### src/rtl/rtob_run_ctrl.sv
// Run-time sequencer for a bank of RTOB output cores: owns the shared
// 64-bit timeline, drives the common auto_start/flush lines, decodes host
// commands and latches per-channel error strobes into sticky vectors.
module rtob_run_ctrl #(
    parameter int NUM_CH       = 8,
    parameter int FLUSH_CYCLES = 4
) (
    input  logic              clk,
    input  logic              reset,
    input  logic              cmd_valid,
    output logic              cmd_ready,
    input  logic [2:0]        cmd_op,
    input  logic [63:0]       cmd_data,
    input  logic              halt_on_err,
    input  logic [NUM_CH-1:0] ch_empty,
    input  logic [NUM_CH-1:0] ch_ts_err,
    input  logic [NUM_CH-1:0] ch_ovf_err,
    output logic [63:0]       counter,
    output logic              auto_start,
    output logic              flush,
    output logic [2:0]        state,
    output logic [NUM_CH-1:0] ts_err_sticky,
    output logic [NUM_CH-1:0] ovf_err_sticky,
    output logic              drained,
    output logic              bad_cmd
);

    typedef enum logic [2:0] {
        ST_IDLE  = 3'd0,
        ST_ARMED = 3'd1,
        ST_RUN   = 3'd2,
        ST_HALT  = 3'd3,
        ST_FLUSH = 3'd4
    } state_t;

    localparam logic [2:0] OP_NOP   = 3'd0;
    localparam logic [2:0] OP_ARM   = 3'd1;
    localparam logic [2:0] OP_START = 3'd2;
    localparam logic [2:0] OP_STOP  = 3'd3;
    localparam logic [2:0] OP_FLUSH = 3'd4;
    localparam logic [2:0] OP_CLR   = 3'd5;

    localparam logic [7:0] FLUSH_LAST = 8'(FLUSH_CYCLES - 1);

    state_t              state_q, state_d;
    logic [63:0]         counter_q, counter_d;
    logic [7:0]          fl_cnt_q, fl_cnt_d;
    logic                cmd_ready_q, auto_start_q, flush_q, drained_q, bad_cmd_q;
    logic [NUM_CH-1:0]   ts_sticky_q, ts_sticky_d;
    logic [NUM_CH-1:0]   ovf_sticky_q, ovf_sticky_d;
    logic                accept_s, err_s, bad_s, clr_s;

    // Command decode, next-state, timeline and sticky-error next values.
    always_comb begin
        state_d   = state_q;
        counter_d = counter_q;
        fl_cnt_d  = fl_cnt_q;
        bad_s     = 1'b0;
        accept_s  = cmd_valid & cmd_ready_q;
        err_s     = |(ch_ts_err | ch_ovf_err);
        clr_s     = accept_s && (cmd_op == OP_CLR);

        case (state_q)
            ST_IDLE: begin
                if (accept_s) begin
                    case (cmd_op)
                        OP_NOP, OP_CLR: state_d = state_q;
                        OP_ARM: begin
                            state_d   = ST_ARMED;
                            counter_d = cmd_data;
                        end
                        OP_FLUSH: begin
                            state_d   = ST_FLUSH;
                            counter_d = 64'd0;
                            fl_cnt_d  = 8'd0;
                        end
                        default: bad_s = 1'b1;
                    endcase
                end else begin
                    state_d = state_q;
                end
            end
            ST_ARMED: begin
                if (accept_s) begin
                    case (cmd_op)
                        OP_NOP, OP_CLR: state_d = state_q;
                        OP_ARM:   counter_d = cmd_data;
                        OP_START: state_d = ST_RUN;
                        OP_STOP:  state_d = ST_IDLE;
                        OP_FLUSH: begin
                            state_d   = ST_FLUSH;
                            counter_d = 64'd0;
                            fl_cnt_d  = 8'd0;
                        end
                        default: bad_s = 1'b1;
                    endcase
                end else begin
                    state_d = state_q;
                end
            end
            ST_RUN: begin
                if (halt_on_err && err_s) begin
                    // Error halt wins over any command; the timeline freezes.
                    state_d = ST_HALT;
                    if (accept_s) begin
                        case (cmd_op)
                            OP_NOP, OP_CLR, OP_STOP: bad_s = 1'b0;
                            default:                 bad_s = 1'b1;
                        endcase
                    end else begin
                        bad_s = 1'b0;
                    end
                end else begin
                    counter_d = counter_q + 64'd1;
                    if (accept_s) begin
                        case (cmd_op)
                            OP_NOP, OP_CLR: state_d = state_q;
                            OP_STOP: begin
                                state_d   = ST_HALT;
                                counter_d = counter_q;
                            end
                            OP_FLUSH: begin
                                state_d   = ST_FLUSH;
                                counter_d = 64'd0;
                                fl_cnt_d  = 8'd0;
                            end
                            default: bad_s = 1'b1;
                        endcase
                    end else begin
                        state_d = state_q;
                    end
                end
            end
            ST_HALT: begin
                if (accept_s) begin
                    case (cmd_op)
                        OP_NOP, OP_CLR, OP_STOP: state_d = state_q;
                        OP_START: state_d = ST_RUN;
                        OP_ARM: begin
                            state_d   = ST_ARMED;
                            counter_d = cmd_data;
                        end
                        OP_FLUSH: begin
                            state_d   = ST_FLUSH;
                            counter_d = 64'd0;
                            fl_cnt_d  = 8'd0;
                        end
                        default: bad_s = 1'b1;
                    endcase
                end else begin
                    state_d = state_q;
                end
            end
            ST_FLUSH: begin
                counter_d = 64'd0;
                if (fl_cnt_q == FLUSH_LAST) begin
                    state_d  = ST_IDLE;
                    fl_cnt_d = 8'd0;
                end else begin
                    fl_cnt_d = fl_cnt_q + 8'd1;
                end
            end
            default: begin
                state_d   = ST_IDLE;
                counter_d = 64'd0;
                fl_cnt_d  = 8'd0;
            end
        endcase

        // Set beats clear on the same edge; strobes are ignored while flushing.
        if (state_q == ST_FLUSH) begin
            ts_sticky_d  = ts_sticky_q;
            ovf_sticky_d = ovf_sticky_q;
        end else begin
            ts_sticky_d  = (clr_s ? {NUM_CH{1'b0}} : ts_sticky_q)  | ch_ts_err;
            ovf_sticky_d = (clr_s ? {NUM_CH{1'b0}} : ovf_sticky_q) | ch_ovf_err;
        end
    end

    // State, timeline and registered copies of every output.
    always_ff @(posedge clk) begin
        if (reset) begin
            state_q      <= ST_IDLE;
            counter_q    <= 64'd0;
            fl_cnt_q     <= 8'd0;
            cmd_ready_q  <= 1'b1;
            auto_start_q <= 1'b0;
            flush_q      <= 1'b0;
            ts_sticky_q  <= {NUM_CH{1'b0}};
            ovf_sticky_q <= {NUM_CH{1'b0}};
            drained_q    <= 1'b0;
            bad_cmd_q    <= 1'b0;
        end else begin
            state_q      <= state_d;
            counter_q    <= counter_d;
            fl_cnt_q     <= fl_cnt_d;
            cmd_ready_q  <= (state_d != ST_FLUSH);
            auto_start_q <= (state_d == ST_RUN);
            flush_q      <= (state_d == ST_FLUSH);
            ts_sticky_q  <= ts_sticky_d;
            ovf_sticky_q <= ovf_sticky_d;
            drained_q    <= &ch_empty;
            bad_cmd_q    <= bad_s;
        end
    end

    assign state          = state_q;
    assign counter        = counter_q;
    assign cmd_ready      = cmd_ready_q;
    assign auto_start     = auto_start_q;
    assign flush          = flush_q;
    assign ts_err_sticky  = ts_sticky_q;
    assign ovf_err_sticky = ovf_sticky_q;
    assign drained        = drained_q;
    assign bad_cmd        = bad_cmd_q;

endmodule

### config.mk
export PLATFORM = sky130hd
export DESIGN_NAME = rtob_run_ctrl
export DESIGN_NICKNAME = d
export VERILOG_FILES = /design/src/rtl/rtob_run_ctrl.sv
export SDC_FILE = /design/constraint.sdc
export NUM_CORES = 1
export LEC_CHECK = 0
export CAP_MARGIN = 5
export CELL_PAD_IN_SITES_DETAIL_PLACEMENT = 1
export CELL_PAD_IN_SITES_GLOBAL_PLACEMENT = 1
export CORE_MARGIN = 2
export CORE_UTILIZATION = 29
export DETAILED_ROUTE_END_ITERATION = 6
export HOLD_SLACK_MARGIN = 0.05
export PLACE_DENSITY_LB_ADDON = 0.1
export SLEW_MARGIN = 30
export SYNTH_ARGS = -nofsm -noshare
export SYNTH_HDL_FRONTEND = slang
export SYNTH_SLANG_ARGS = --single-unit
### constraint.sdc
create_clock -name clk -period 5.4 [get_ports clk]
set_clock_uncertainty 0.15 [all_clocks]
set_input_delay 1.08 -clock clk [delete_from_list [all_inputs] [get_ports clk]]
set_output_delay 1.08 -clock clk [all_outputs]
set_load 0.01 [all_outputs]
### Word level (Yosys, flattened, before mapping)

Cells that the tools add are included.

| word-level totals | value |
|---|---|
| flip-flop bits (word level) | 96 |
| input bits | 95 |
| output and inout port bits | 88 |
| word-level logic and storage cells | 80 |

| cells by class | value |
|---|---|
| add/subtract/negate cells | 2 |
| eq/ne operators | 17 |
| muxes and demuxes | 34 |
| bitwise operators | 4 |
| reductions and logical operators | 13 |

Operator list:

| cell | number |
|---|---|
| 64-bit one-hot mux with 2 select lines | 3 |
| 64-bit two-way mux | 3 |
| 64-bit by 1-bit adder with 64-bit output, second input constant | 1 |
| 8-bit two-way mux | 6 |
| 8-bit OR | 3 |
| 8-bit one-hot mux with 3 select lines | 1 |
| 3-bit two-way mux | 6 |
| 3-bit one-hot mux with 3 select lines | 2 |
| 3-bit by 2-bit == test with 1-bit output, second input constant | 5 |
| 3-bit one-hot mux with 5 select lines | 1 |
| 3-bit == test, second input constant | 4 |
| 3-bit one-hot mux with 2 select lines | 2 |
| 1-bit two-way mux | 9 |
| 8-bit by 1-bit adder with 8-bit output, second input constant | 1 |
| 8-bit by 2-bit == test with 1-bit output, second input constant | 1 |
| 8-bit AND reduction | 1 |
| 4-bit OR reduction | 2 |
| 8-bit OR reduction | 1 |
| 3-bit by 1-bit == test with 1-bit output, second input constant | 2 |
| 3-bit zero test | 2 |
| 3-bit inequality test, second input constant | 2 |
| 3-bit OR reduction | 2 |
| 6-bit OR reduction | 1 |
| 4-bit AND reduction | 1 |
| 7 further kinds | 8 |

### Depth between registers and ports, before layout

Gate-level depths: netlist of run 1.

| depth | value |
|---|---|
| depth in word-level cells | 6 |
| gate-level depth with buffers | 9 |
| gate-level depth less buffers | 7 |

### Worst setup path before layout of run 1

No wires, ideal clock.

| timing path | value |
|---|---|
| kind | input -> register |
| start point | in cmd_op[2] |
| end point | reg counter_q[16], in the netlist counter[16] |
| library setup time | 0.115 ns |
| data arrival time | 2.824 ns |
| required time | 5.135 ns |
| slack | 2.311 ns |
| stages on the path | 9 |
| buffers on the path | 3 |
| cell sequence | clkbuf_1 -> nand4b_1 -> o21ai_0 -> clkbuf_1 -> clkbuf_1 -> nor3_1 -> a21oi_1 -> nor2_1 -> o21a_1 |

| between the ends | value |
|---|---|
| cells in the longest elaborated chain, start to end | 5 |
| elaborated cells on any way between the ends | 12 |
| classes of those cells | eq/ne: 5; mux: 6; reduce/logical: 1 |

Ends and longest elaborated chain:

| element | line | text |
|---|---|---|
| from (decl) | 12 | `input logic [2:0] cmd_op,` |
| 3-bit == test / 3-bit by 2-bit == test with 1-bit output (equally long branches) | -- |  |
| 64-bit one-hot mux with 2 select lines | 116 | `case (cmd_op)` |
| 64-bit two-way mux | 115 | `if (accept_s) begin` |
| 64-bit two-way mux | 102 | `if (halt_on_err && err_s) begin` |
| 64-bit one-hot mux with 2 select lines | 63 | `case (state_q)` |
| to (signal assigned) | 195 | `counter_q <= counter_d;` |
| to (decl) | 46 | `logic [63:0] counter_q, counter_d;` |

Parallel ways exist; a longest one is shown, timed or not. The select of a mux whose other input is x is not followed.
A chain may end at the register's enable or synchronous reset.

### Worst setup path in the final report of run 1

| timing path | value |
|---|---|
| start point | in ch_ovf_err[5] |
| end point | reg counter_q[38], in the netlist counter[38] |

| between the ends | value |
|---|---|
| cells in the longest elaborated chain, start to end | 5 |

Ends and longest elaborated chain:

| element | line | text |
|---|---|---|
| from (decl) | 17 | `input logic [NUM_CH-1:0] ch_ovf_err,` |
| 8-bit OR | 60 | `err_s = \|(ch_ts_err \| ch_ovf_err);` |
| 8-bit OR reduction | 60 |  |
| 1-bit logical AND | 102 |  |
| 2-bit inequality test (no source line) | -- |  |
| 4-bit AND reduction (no source line) | -- |  |

No other way between the ends.

==> impl_metrics.tcl, run 1 <==
set metrics [dict create \
    slew_headroom_pct 37.6 \
    initial_core_util_pct 29.6 \
    antenna_found_initial 0 \
    cts_tree "done" \
    wl_per_cell_um 20.5 \
    dp_slack_ns 1.32 \
    die-area_um2 21000 \
    dp_cells 1166 \
    core_um2 19500 \
    cpPeakStageDelay_ns 0.57 \
    holdBufCountCts 0 \
    grt_pass1_wl_um 39000 \
    wirelength_um 24300 \
    syn_area_um2 5760 \
    synth_cell_type_count 68 \
    synth_edf_count 0 \
    synthCells 761 \
    synth.avg_cell_area_um2 7.57 \
    leakage_nw 2.69 \
    ir_drop_uv 178 \
    fin_ws_ns 1.68 \
    status "finished clean" \
    finalHoldViolations 0 \
    tritoncts.num_buffers 9 \
    path_clk_slew_ns 0.07 \
    cp_slowest_cell "nand2_1" \
    drt_iter0_drc 327 \
    vias 6792 \
    multiInputGateArea_um2 3570 \
    synth_fp_nets 858 \
    min_period_over_period_pct 68.8 \
    drtAntennaViolNets 0 \
    via_per_inst 5.75 \
    yosysWarnings 0 \
    final_nets 1009 \
    tightest_slew_ns 0.927 \
    synth_ff_type "dfxtp_1" \
    worstPathRequired_ns 5.56 \
    yosysSeqAreaShare_pct 33.4 \
    drive_gt1_share_pct 4.58 \
    synth_seq_cells 96 \
    dr.pass1.iters 5 \
    critPathKind "in -> reg" \
    clock-sinks 96 \
    end_kind "register" \
    postCtsResizedCells 0 \
    final_cells 1182 \
    clockBufferDepth 2 \
    startpoint "ch_ovf_err[5]" \
    finalPower_mw 1.80 \
    fillers 2386 \
    final_max_slew_viol_count 0 \
    async_reset_ff_share_pct 0 \
    cts_htree_levels 3 \
    routabilityCongestion 0.846 \
    crit_path_start_kind "input port" \
    grt_max_degree 56 \
    clkLatencyLatePin_ns 0.36 \
    cp.arrival_ns 3.88 \
    seq_area_um2 1920 \
    cts-root-buf "clkbuf_16" \
    cellPowerDensity_nw_per_um2 223 \
    setup-violations-final 0 \
    crit_chain "clkdlybuf4s50_1 > nor4_1 > a41o_1 > o221a_2 > nand2_1 > a21oi_1 > a21o_1" \
    final_cell_area_um2 8060 \
    io_buffers 182 \
    dp_hpwl_um 17400 \
    grt_use_total_pct 22.9 \
    max_freq_mhz 269 \
    diodes 0 \
    rsz0062_at_grt "no" \
    dpl_cell_area_um2 7750 \
    worstPathMaxFanout 20 \
    chipWidth_um 145 \
    overflow 0 \
    areaGrowthSynthToFinish_pct 39.8 \
    cap_violations 0 \
    postCtsSetupBuffers 0 \
    grt_pass1_vias 7041 \
    r2r_setup_slack_ns 2.31 \
    period_minus_slack_ns 3.72 \
    drc_errors 0 \
    r2r_start "counter[0]" \
    ioPinCount 183 \
    rows 51 \
    setup_tns_ns 0 \
    hold_start "ovf_err_sticky[6]" \
    die_y_um 145 \
    min_path_type "reg -> reg" \
]
-- critical path: cells and delay by family --
kind                   cells  cell delay [ns]
AOI/OAI and AO/OA          4             1.35
and+or+nand+nor            2             1.01
buffers and inverters      1             0.43
-- worst paths after layout --
check,end,depth (start not counted)
hold reg to reg,ovf_err_sticky[6],2
setup / recovery,counter[38],7
setup reg to reg,counter[58],7
hold / removal,ovf_err_sticky[6],2
-- cells by family after synthesis --
logic type | share of synthesized area, %
AND/OR/NAND/NOR | 32.9
AO/OA/AOI/OAI | 25.5
flip-flops | 33.4
buffers and inverters | 5.17
XOR/XNOR | 2.13
multiplexers | 0.521
adder cells (fa/ha/maj) | 0.434
-- sequential cells by signal, summed over array words and instances, names as in the netlist, 3 cells and up --
name	flops
ts_err_sticky	8
counter	64
ovf_err_sticky	8
state	3
fl_cnt_q	8
-- placed cells by master, fill, tap and decap left out, drive strengths merged, types with 11 or more instances in the layout --
master	netlist	final
clkdlybuf4s50	0	182
dfxtp	96	96
nand2	86	86
nor2	81	81
o21ai	48	48
nand3	43	43
a21oi	42	42
nand4	33	33
nor3	26	26
a22oi	25	25
nor4	20	20
o211ai	18	18
inv	12	15
and2	13	13
and3	12	12
o31ai	11	11
a31oi	11	11
or4	11	11
-- cells in the mapped netlist (4+ instances only) --
cell      count  area, um^2
clkbuf_1     40         150
nand2b_1      4        25.0
nor3_1       26         130
a32oi_1       4        35.0
o31ai_1      11        82.6
a22oi_1      25         188
nand2_1      85         319
a21o_1        7        52.6
o41ai_1       4        35.0
nor2_1       81         304
o211ai_1     18         135
nor4_1       18         113
xnor2_1       5        43.8
or4_1        10        75.1
nand3_1      42         210
a221oi_1      6        52.6
nand4_1      31         194
a32o_1        9        90.1
inv_1        12        45.0
buf_6         6        67.6
a21oi_1      42         210
dfxtp_1      96        1920
and4_1        7        61.3
o21ai_0      45         225
nor2b_1       4        25.0
a31oi_1      11        68.8
or3_1         7        43.8
o21a_1        6        45.0
xor2_1        9        78.8
and3_1       12        75.1
nor3b_1       4        30.0
and2_1       13        81.3
-- power breakdown --
| part | switching (mW) | internal, mW |
|---|---|---|
| combinational | 0.148 | 0.169 |
| clock | 0.322 | 0.365 |
| sequential | 0.0505 | 0.742 |
-- layout make-up --
| type | instances | area share (%) |
|---|---|---|
| Multi-Input combinational cell | 602 | 44.3 |
| Sequential cell | 96 | 23.9 |
| Timing Repair Buffer | 191 | 23.4 |
| Tap cell | 265 | 4.11 |
| Clock buffer | 9 | 2.80 |
| Clock inverter | 7 | 0.963 |
| Inverter | 12 | 0.559 |
-- per-layer routing --
| metal | track usage (%) | vias up | wire (um) |
|---|---|---|---|
| li1 | - | 3197 | - |
| met1 | 29.3 | 3327 | 10700 |
| met2 | 38.0 | 239 | 11400 |
| met3 | 4.97 | 29 | 1590 |
| met4 | 8.22 | 0 | 501 |
| met5 | 0 | - | 0 |
-- per-stage QoR --
step | hold slack [ns] | utilization, %
finish | 0.370 | 41.4
global route | 0.387 | 41.4
CTS | 0.373 | 41.4
detailed placement | 0.351 | 39.8
global placement | 0.338 | 39.8
floorplan | 0.331 | -
No activity file was read; power rests on OpenSTA's default activity.
==> run 2, diff against run 1 <==
==> constraint.sdc (replaced) <==
create_clock -name clk -period 3.75 [get_ports clk]
set_clock_uncertainty 0.15 [all_clocks]
set_input_delay 0.75 -clock clk [delete_from_list [all_inputs] [get_ports clk]]
set_output_delay 0.75 -clock clk [all_outputs]
set_load 0.01 [all_outputs]
==> run 2 against run 1 <==
Against the previous run: final cell count grew 1.6%; worst setup slack lost 1.1 ns; register-to-register slack lost 1.6 ns; sequential power grew 44%; largest cell class unchanged; total power grew 47%; first-iteration DRC count grew 4.9%; via count shrank 0.24%; die area is the same; non-clock buffer count grew 19; hold slack lost 0.0026 ns; flip-flop and latch count is the same.
==> impl_metrics.tcl, run 2 (synthesis gave the netlist of run 1 again) <==
set metrics [dict create \
    status "finished clean" \
    initial_core_util_pct 29.6 \
    wirelength_um 24600 \
    overflow 0 \
    swShare_pct 29.5 \
    antenna_found_initial 0 \
    cp_slowest_cell "nor4_1" \
    grt_max_degree 57 \
    layout_commonest_cell "clkdlybuf4s50_1" \
    cts_tree "done" \
    cellPowerDensity_nw_per_um2 320 \
    end_kind "register" \
    final_max_slew_viol_count 0 \
    chipWidth_um 145 \
    pwr-share-seq_pct 43.3 \
    largest_register_ffs 64 \
    internal_power_mw 1.86 \
    worstPathMaxFanout 17 \
    clockBufferDepth 2 \
    utilization_pct 42.3 \
    worstPathRequired_ns 3.84 \
    setup_tns_ns 0 \
    grt_pass1_vias 6939 \
    drive_gt1_share_pct 6.62 \
    slew_headroom_pct 52.0 \
    cts-root-buf "clkbuf_16" \
    wl_per_cell_um 20.5 \
    combPwrFrac_pct 17.9 \
    min_period_over_period_pct 85.7 \
    postCtsSetupBuffers 0 \
    layout_common_cells "clkdlybuf4s50_1 (182), dfxtp_1 (96), nand2_1 (85)" \
    io_buffers 182 \
    tightest_slew_ns 0.720 \
    max_freq_mhz 311 \
    critPathKind "in -> reg" \
    finalHoldViolations 0 \
    p_sw_uw 777 \
    final_nets 1028 \
    tritoncts.num_buffers 9 \
    clock-sinks 96 \
    cpPeakStageDelay_ns 0.47 \
    leakage_nw 2.79 \
    path_clk_slew_ns 0.08 \
    drtAntennaViolNets 0 \
    period_minus_slack_ns 3.21 \
    cp.arrival_ns 3.30 \
    pwr-share-clk_pct 38.8 \
    ir_drop_uv 211 \
    die-area_um2 21000 \
    postCtsResizedCells 0 \
    diodes 0 \
    die_y_um 145 \
    areaGrowthSynthToFinish_pct 42.8 \
    via_per_inst 5.64 \
    crit_path_start_kind "input port" \
    rows 51 \
    grt_pass1_wl_um 38800 \
    core_um2 19500 \
    setup-violations-final 0 \
    crit_top_cell "o211ai_1" \
    grt_use_total_pct 22.8 \
    ioPinCount 183 \
    drc_errors 0 \
    dp_hpwl_um 18100 \
    dr.pass1.iters 5 \
    vias 6776 \
    min_path_type "reg -> reg" \
    drt_iter0_drc 343 \
    crit_chain "clkdlybuf4s50_1 > nor4_1 > a41o_1 > o221a_2 > buf_4 > a21oi_1 > o211ai_1 > o211ai_1" \
    rsz0062_at_grt "no" \
    clkLatencyLatePin_ns 0.36 \
    cap_violations 0 \
    holdBufCountCts 0 \
    routabilityCongestion 0.841 \
    cts_htree_levels 3 \
    fillers 2371 \
]
-- run 2: changes by cell type in the layout (fill, tap and decap cells not counted), sizes merged --
cell      change
buf          +19
clkinvlp      -1
inv           +1
-- run 2: layout make-up --
| cell class | count | area, um^2 | area share [%] |
|---|---|---|---|
| clock buffers | 9 | 225 | 2.74 |
| well taps | 265 | 332 | 4.03 |
| flip-flops and latches | 96 | 1920 | 23.4 |
| multi-input cells | 602 | 3570 | 43.4 |
| clock inverters | 7 | 87.6 | 1.06 |
| repair buffers | 210 | 2040 | 24.8 |
| inverters | 12 | 45.0 | 0.547 |
-- run 2: power groups by stage --
stage                     sequential [mW]  combinational (mW)  clock, mW
after floorplan                      1.16               0.184          0
after global placement               1.16               0.464          0
after detailed placement             1.16               0.471          0
after CTS                            1.14               0.474       1.04
after global routing                 1.15               0.510       1.08
final                                1.14               0.471       1.02
-- run 2: final timing paths --
kind	from	to	slack, ns	cells past startpoint
max	ch_ovf_err[1]	counter[54]	0.54	8
min	ovf_err_sticky[3]	ovf_err_sticky[3]	0.37	2
max reg2reg	counter[0]	counter[56]	0.74	8
min reg2reg	ovf_err_sticky[3]	ovf_err_sticky[3]	0.37	2
-- run 2: routing by layer --
layer	track usage [%]	wire length, um
met5	0	0
met4	6.19	395
met3	4.78	1420
met2	38.9	11900
met1	29.1	10900
-- run 2: worst max-delay path: cells and delay by family --
family	cells	cell delay [ns]
AO/OA/AOI/OAI	5	1.34
buffers and inverters	2	0.73
AND/OR/NAND/NOR	1	0.47
-- run 2: stage by stage --
| step | setup WS [ns] | power [mW] | std cells | instance area (um^2) | hold slack, ns |
|---|---|---|---|---|---|
| 2_1_floorplan | 0.991 | 1.35 | 761 | 5760 | 0.331 |
| 3_3_place_gp | 0.338 | 1.63 | 1185 | 7910 | 0.334 |
| 3_5_place_dp | 0.163 | 1.63 | 1185 | 7910 | 0.345 |
| 4_1_cts | 0.530 | 2.65 | 1201 | 8220 | 0.367 |
| 5_1_grt | 0.337 | 2.74 | 1201 | 8230 | 0.390 |
| 6_report | 0.538 | 2.64 | 1201 | 8230 | 0.368 |
==> run 3, diff against run 2 <==
--- a/config.mk
+++ b/config.mk
@@ -11,6 +11,7 @@
 export CORE_MARGIN = 2
 export CORE_UTILIZATION = 29
 export DETAILED_ROUTE_END_ITERATION = 6
+export GPL_ROUTABILITY_DRIVEN = 1
 export HOLD_SLACK_MARGIN = 0.05
 export PLACE_DENSITY_LB_ADDON = 0.1
 export SLEW_MARGIN = 30
==> results of run 3 <==
No change in the layout: final DEF, timing and power equal those of run 2.
